===== src/rtl/sinegen_pkg.sv =====
// Shared definitions for the sine/cosine sample path.
// SAMPLE_W is the sample width used by both the coswave generator and the PWM DAC driver;
// sample_t is the matching unsigned sample type.
package sinegen_pkg;

  localparam int unsigned SAMPLE_W = 8;

  typedef logic [SAMPLE_W-1:0] sample_t;

endpackage


===== src/rtl/pwm_dac_driver_if.sv =====
// Sample stream valid/ready interface between a producer (e.g. coswave) and the PWM DAC driver.
//   sample_in    producer -> consumer  unsigned sample
//   sample_valid producer -> consumer  sample_in is valid this cycle
//   sample_ready consumer -> producer  consumer can take a sample; transfer on valid && ready
interface pwm_dac_driver_if
  import sinegen_pkg::*;
#(
  parameter int unsigned DATA_W = SAMPLE_W
);

  logic [DATA_W-1:0] sample_in;
  logic              sample_valid;
  logic              sample_ready;

  modport master (
    output sample_in,
    output sample_valid,
    input  sample_ready
  );

  modport slave (
    input  sample_in,
    input  sample_valid,
    output sample_ready
  );

endinterface


===== src/rtl/pwm_tick_gen.sv =====
// PWM prescaler: counts 0..PRESCALE-1 while enabled and asserts tick on the last count.
// PRESCALE=1 gives a tick on every enabled cycle.
//   clk     system clock, rising edge
//   reset   asynchronous, active-low reset
//   enable  1 = counting; 0 = prescaler held at 0, no ticks
//   tick    combinational, one cycle per PRESCALE enabled cycles
module pwm_tick_gen #(
  parameter int unsigned PRESCALE = 1
) (
  input  logic clk,
  input  logic reset,
  input  logic enable,
  output logic tick
);

  localparam int unsigned PreW = (PRESCALE > 1) ? $clog2(PRESCALE) : 1;
  localparam logic [PreW-1:0] PreMax = PreW'(PRESCALE - 1);

  logic [PreW-1:0] pre_q, pre_d;

  always_comb begin
    tick  = enable && (pre_q == PreMax);
    pre_d = pre_q;
    if (!enable || tick) begin
      pre_d = '0;
    end else begin
      pre_d = pre_q + 1'b1;
    end
  end

  always_ff @(posedge clk or negedge reset) begin
    if (!reset) begin
      pre_q <= '0;
    end else begin
      pre_q <= pre_d;
    end
  end

endmodule


===== src/rtl/pwm_dac_driver.sv =====
// PWM DAC driver: turns each unsigned sample into a PWM duty cycle for an RC-filter DAC.
// Samples enter a one-deep holding buffer; the duty register is only reloaded at the PWM
// period wrap, so pwm_out never glitches mid-period.
//   clk           system clock, rising edge
//   reset         asynchronous, active-low reset
//   enable        1 = PWM running; 0 = counter parked at 0, output low
//   bus           slave side of the sample valid/ready stream
//   pwm_out       registered PWM output
//   period_start  1-cycle pulse on the first cycle of each PWM period
//   underrun      1-cycle pulse when a period starts without a fresh sample
module pwm_dac_driver
  import sinegen_pkg::*;
#(
  parameter int unsigned DATA_W   = SAMPLE_W,
  parameter int unsigned PRESCALE = 1
) (
  input  logic                  clk,
  input  logic                  reset,
  input  logic                  enable,
  pwm_dac_driver_if.slave       bus,
  output logic                  pwm_out,
  output logic                  period_start,
  output logic                  underrun
);

  logic              tick;
  logic              wrap;
  logic              take;
  logic [DATA_W-1:0] cnt_q, cnt_d;
  logic [DATA_W-1:0] hold_q, hold_d;
  logic              full_q, full_d;
  logic [DATA_W-1:0] duty_q, duty_d;
  logic              ready_q;
  logic              pwm_q;
  logic              start_q;
  logic              under_q;

  pwm_tick_gen #(
    .PRESCALE (PRESCALE)
  ) u_tick_gen (
    .clk    (clk),
    .reset  (reset),
    .enable (enable),
    .tick   (tick)
  );

  always_comb begin
    cnt_d = cnt_q;
    if (!enable) begin
      cnt_d = '0;
    end else if (tick) begin
      cnt_d = cnt_q + 1'b1;
    end
  end

  assign wrap = tick && (cnt_q == '1);
  // ready_q is low whenever the buffer is full, so a write and a wrap-load never coincide.
  assign take = bus.sample_valid && ready_q;

  always_comb begin
    hold_d = hold_q;
    full_d = full_q;
    duty_d = duty_q;
    if (take) begin
      hold_d = bus.sample_in;
      full_d = 1'b1;
    end else if (wrap && full_q) begin
      duty_d = hold_q;
      full_d = 1'b0;
    end
  end

  always_ff @(posedge clk or negedge reset) begin
    if (!reset) begin
      cnt_q   <= '0;
      hold_q  <= '0;
      full_q  <= 1'b0;
      duty_q  <= '0;
      ready_q <= 1'b0;
      pwm_q   <= 1'b0;
      start_q <= 1'b0;
      under_q <= 1'b0;
    end else begin
      cnt_q   <= cnt_d;
      hold_q  <= hold_d;
      full_q  <= full_d;
      duty_q  <= duty_d;
      // Registered so ready stays low during reset and rises on the first clock after release.
      ready_q <= ~full_d;
      pwm_q   <= enable && (cnt_q < duty_q);
      start_q <= wrap;
      under_q <= wrap && !full_q;
    end
  end

  assign bus.sample_ready = ready_q;
  assign pwm_out          = pwm_q;
  assign period_start     = start_q;
  assign underrun         = under_q;

endmodule


===== src/flat_wrapper.sv =====
// flat-port wrapper written by rule: the top's interface ports become plain ports
module pwm_dac_driver_flat import sinegen_pkg::*;
#(
  parameter int unsigned DATA_W   = SAMPLE_W,
  parameter int unsigned PRESCALE = 1
)
  (clk, reset, enable, pwm_out, period_start, underrun, bus_sample_in, bus_sample_valid, bus_sample_ready);
  pwm_dac_driver_if #(.DATA_W(DATA_W)) bus_i ();
  input  logic clk;
  input  logic reset;
  input  logic enable;
  output logic pwm_out;
  output logic period_start;
  output logic underrun;
  input wire logic [$bits(bus_i.sample_in)-1:0] bus_sample_in;
  input wire logic [$bits(bus_i.sample_valid)-1:0] bus_sample_valid;
  output wire logic [$bits(bus_i.sample_ready)-1:0] bus_sample_ready;
  assign bus_i.sample_in = bus_sample_in;
  assign bus_i.sample_valid = bus_sample_valid;
  assign bus_sample_ready = bus_i.sample_ready;
  pwm_dac_driver #(.DATA_W(DATA_W), .PRESCALE(PRESCALE)) u_core (.clk(clk), .reset(reset), .enable(enable), .bus(bus_i), .pwm_out(pwm_out), .period_start(period_start), .underrun(underrun));
endmodule

===== config.mk =====
export PLATFORM = sky130hd
export DESIGN_NAME = pwm_dac_driver_flat
export DESIGN_NICKNAME = d
export VERILOG_FILES = /design/src/rtl/sinegen_pkg.sv /design/src/rtl/pwm_dac_driver_if.sv /design/src/rtl/pwm_tick_gen.sv /design/src/rtl/pwm_dac_driver.sv /design/src/flat_wrapper.sv
export SDC_FILE = /design/constraint.sdc
export NUM_CORES = 1
export LEC_CHECK = 0
export ABC_AREA = 1
export CAP_MARGIN = 0
export CORE_ASPECT_RATIO = 0.9
export CORE_UTILIZATION = 54
export DETAILED_ROUTE_END_ITERATION = 8
export PLACE_DENSITY = 0.8
export SKIP_CTS_REPAIR_TIMING = 1
export SLEW_MARGIN = 5
export SYNTH_ARGS = -nofsm -noshare
export SYNTH_HDL_FRONTEND = slang
export SYNTH_SLANG_ARGS = --single-unit

===== constraint.sdc =====
create_clock -name clk -period 2.05 [get_ports clk]
set_clock_uncertainty 0.2 [all_clocks]
set_input_delay 0.41 -clock clk [delete_from_list [all_inputs] [get_ports clk]]
set_output_delay 0.41 -clock clk [all_outputs]
set_load 0.05 [all_outputs]

==> impl_results.md <==
- Status: finished clean
- Grt met3 use: 6.08%
- Syn avg cell area: 8.46 sq um
- Port bufs: 15
- Period minus WS final: 1.62 ns
- Drt first pass iters: 4
- Initial antenna violation count: 0
- Comb pwr share: 4.8%
- Core area: 2490 sq um
- Post-synthesis sequential area ratio: 52.2%
- Cell Int Power: 1.04 mW
- Post-synthesis register bit count: 30
- GRT Total Usage: 22.4%
- GR Layer Usage met1: 25.1%
- Std-Cell Rows: 17
- Reg power frac: 46.8%
- DR vias: 1134
- FILL cells: 210
- Critical Path Start Type: flop
- Die width: 56.4 microns
- Global route overflow: 0
- Slew Limit Fails: 0
- Residual DRC: 0
- CP required: 2.08 ns
- Clock Latency Late Sink: 0.34 ns
- Most frequent cell after synthesis: nand2_1
- Clock Sink Count: 30
- Via-to-Cell Ratio: 5.09
- Gr busiest metal: met2
- RSZ-0062 raised after global routing: false
- Reg2reg start: u_core.cnt_q[1]
- Nets: 214
- Pwr Total: 1.29 mW
- Synthesized instance count: 170
- Max VDD drop: 0.942 mV
- # diodes: 0
- Worst Path Arrival: 1.65 ns
- Max-cap violations: 0
- P_leak: 0.925 nW
- Sw Ratio: 19.2%
- Post-synth top area share: 52.2%
- Min-Delay Path Class: in2async
- Largest net degree at the start of global routing: 31
- Num CTS Buffers: 5
- Period Utilization, post-route: 79.0%
- Max H-tree Level: 2
- WL final: 2690 microns
- Yosys top cell by area: dfrtp_1
- Syn nets: 190
- Setup_tns: 0 ns
- Number of synthesized flops with an enable pin: 0
- Setup Crit Path Kind: reg2reg
- Worst-path fanout max: 8
- DIE HEIGHT: 51.0 microns
- Switching Power: 247 uW
- Dpl hpwl: 2060 microns
- Clock network power share: 48.4%
- Starting Density: 57.8%
- Routability cong.: 0.770
- First-pass GRT wire length: 4710 microns
- Area grow syn2layout: 20.7%
- Average wire per standard cell: 12.0 microns
- Power density cells: 741 nW/um^2
- Setup Viol. Count Final: 0
- YS warnings: 0
- Share of layout cells above drive strength 1: 14.9%
- Yosys cell types: 18
- Synth Cell Area: 1440 sq um
- Main synth FF type: dfrtp_1
- Hold Violations, Final: 0
- Area contributors post-synth: dfrtp_1 (52%), nand2_1 (17%), ha_1 (7.0%), inv_1 (4.7%), nand3_1 (4.5%)
- Ys async rst share: 100%
- CTS root buf: clkbuf_4
- TritonCTS clock tree: built
- ANT nets after route: 0
- Met2 usage: 37.3%
- Clock transition at path regs: 0.10 ns
- Die area: 2880 sq um
- Initial DRC Count: 23
- Top cells by count, synth: nand2_1 (67), dfrtp_1 (30), inv_1 (18)
- CTS Buffer Depth: 2
- Io pins: 16
- Max Freq: 618 MHz
- Vias in the first global route: 1196
- Endpoint class of the critical path: flop
- Setup crit start: u_core.cnt_q[1]
## worst max-delay path, cell delays in order, from the launching register on
cell,delay (ns)
dfrtp_1,0.41
ha_1,0.19
nand2_1,0.07
inv_1,0.05
nand2_1,0.09
nor2_4,0.20
nand2_2,0.15
nand2_1,0.10
nand2_1,0.05
## state kept, by name, indices dropped and copies added, names as in the netlist
signal                   flops
u_core.bus.sample_ready      1
u_core.cnt_q                 8
u_core.duty_q                8
u_core.full_q                1
u_core.hold_q                8
u_core.period_start          1
u_core.pwm_out               1
u_core.u_tick_gen.pre_q      1
u_core.underrun              1
## cells by family after synthesis
| group | after synthesis | synth area share, % |
|---|---|---|
| other | 1 | 0.261 |
| AOI/OAI and AO/OA | 8 | 3.04 |
| adders and majority gates | 8 | 6.96 |
| DFF | 30 | 52.2 |
| and+or+nand+nor | 100 | 30.8 |
| buffers and inverters | 23 | 6.78 |
## through the flow
stage / instances / worst slack, ns / hold slack (ns) / util [%] / area, sq um
finish: 223 / 0.431 / 0.244 / 69.8 / 1740
global route: 223 / 0.257 / 0.288 / 69.8 / 1740
CTS: 223 / 0.424 / 0.234 / 69.8 / 1740
detailed placement: 215 / 0.132 / 0.228 / 65.3 / 1630
global placement: 215 / 0.179 / 0.241 / 65.3 / 1630
floorplan: 170 / 0.456 / -0.0856 / - / 1440
## layout by cell type, fill, tap and decap left out
cell type and instances:
ha_1 8, nand2_2 4, conb_1 1, inv_1 18
clkbuf_8 1, nand4_1 1, nand2_1 67, dfrtp_1 30
buf_4 8, nor2_1 8, bufinv_16 2, a21oi_1 6
nor3_2 1, nor3_1 2, clkdlybuf4s50_1 11, nor2_4 4
o21ai_2 1, nand3_1 13, o21ai_0 1, clkbuf_4 5
inv_2 3
## layout make-up
| type | count | area (sq um) | share of cell area [%] |
|---|---|---|---|
| clock buffers | 6 | 51.3 | 2.95 |
| repair buffers | 19 | 170 | 9.80 |
| clock inverters | 2 | 60.1 | 3.46 |
| inverters | 21 | 78.8 | 4.54 |
| multi-input cells | 117 | 591 | 34.0 |
| flip-flops and latches | 30 | 751 | 43.2 |
| well taps | 28 | 35.0 | 2.02 |
## metal layers
layer  part of all wire [%]  wire, microns  vias up
li1                       -              -      575
met1                     45           1200      535
met2                     50           1330       18
met3                    3.9            104        6
met4                    1.7             47        0
met5                      0              0        -
## path summary, 6_finish.rpt
check	end	slack (ns)	cells after the start
worst max-delay path	u_core.duty_q[6]	0.43	8
worst min-delay path	u_core.cnt_q[2]	0.24	2
worst max register to register	u_core.duty_q[6]	0.43	8
worst min register to register	u_core.underrun	0.25	1
max in group asynchronous	u_core.pwm_out	1.13	2
min in group clk	u_core.underrun	0.25	1
## power groups by stage
stage                     combinational [mW]  sequential [mW]  clock, mW
after CTS                             0.0633            0.602      0.638
after floorplan                       0.0199            0.617          0
after global placement                0.0610            0.614          0
final                                 0.0623            0.602      0.622
after global routing                  0.0706            0.604      0.648
after detailed placement              0.0631            0.614          0
No activity file was read; power rests on OpenSTA's default activity.
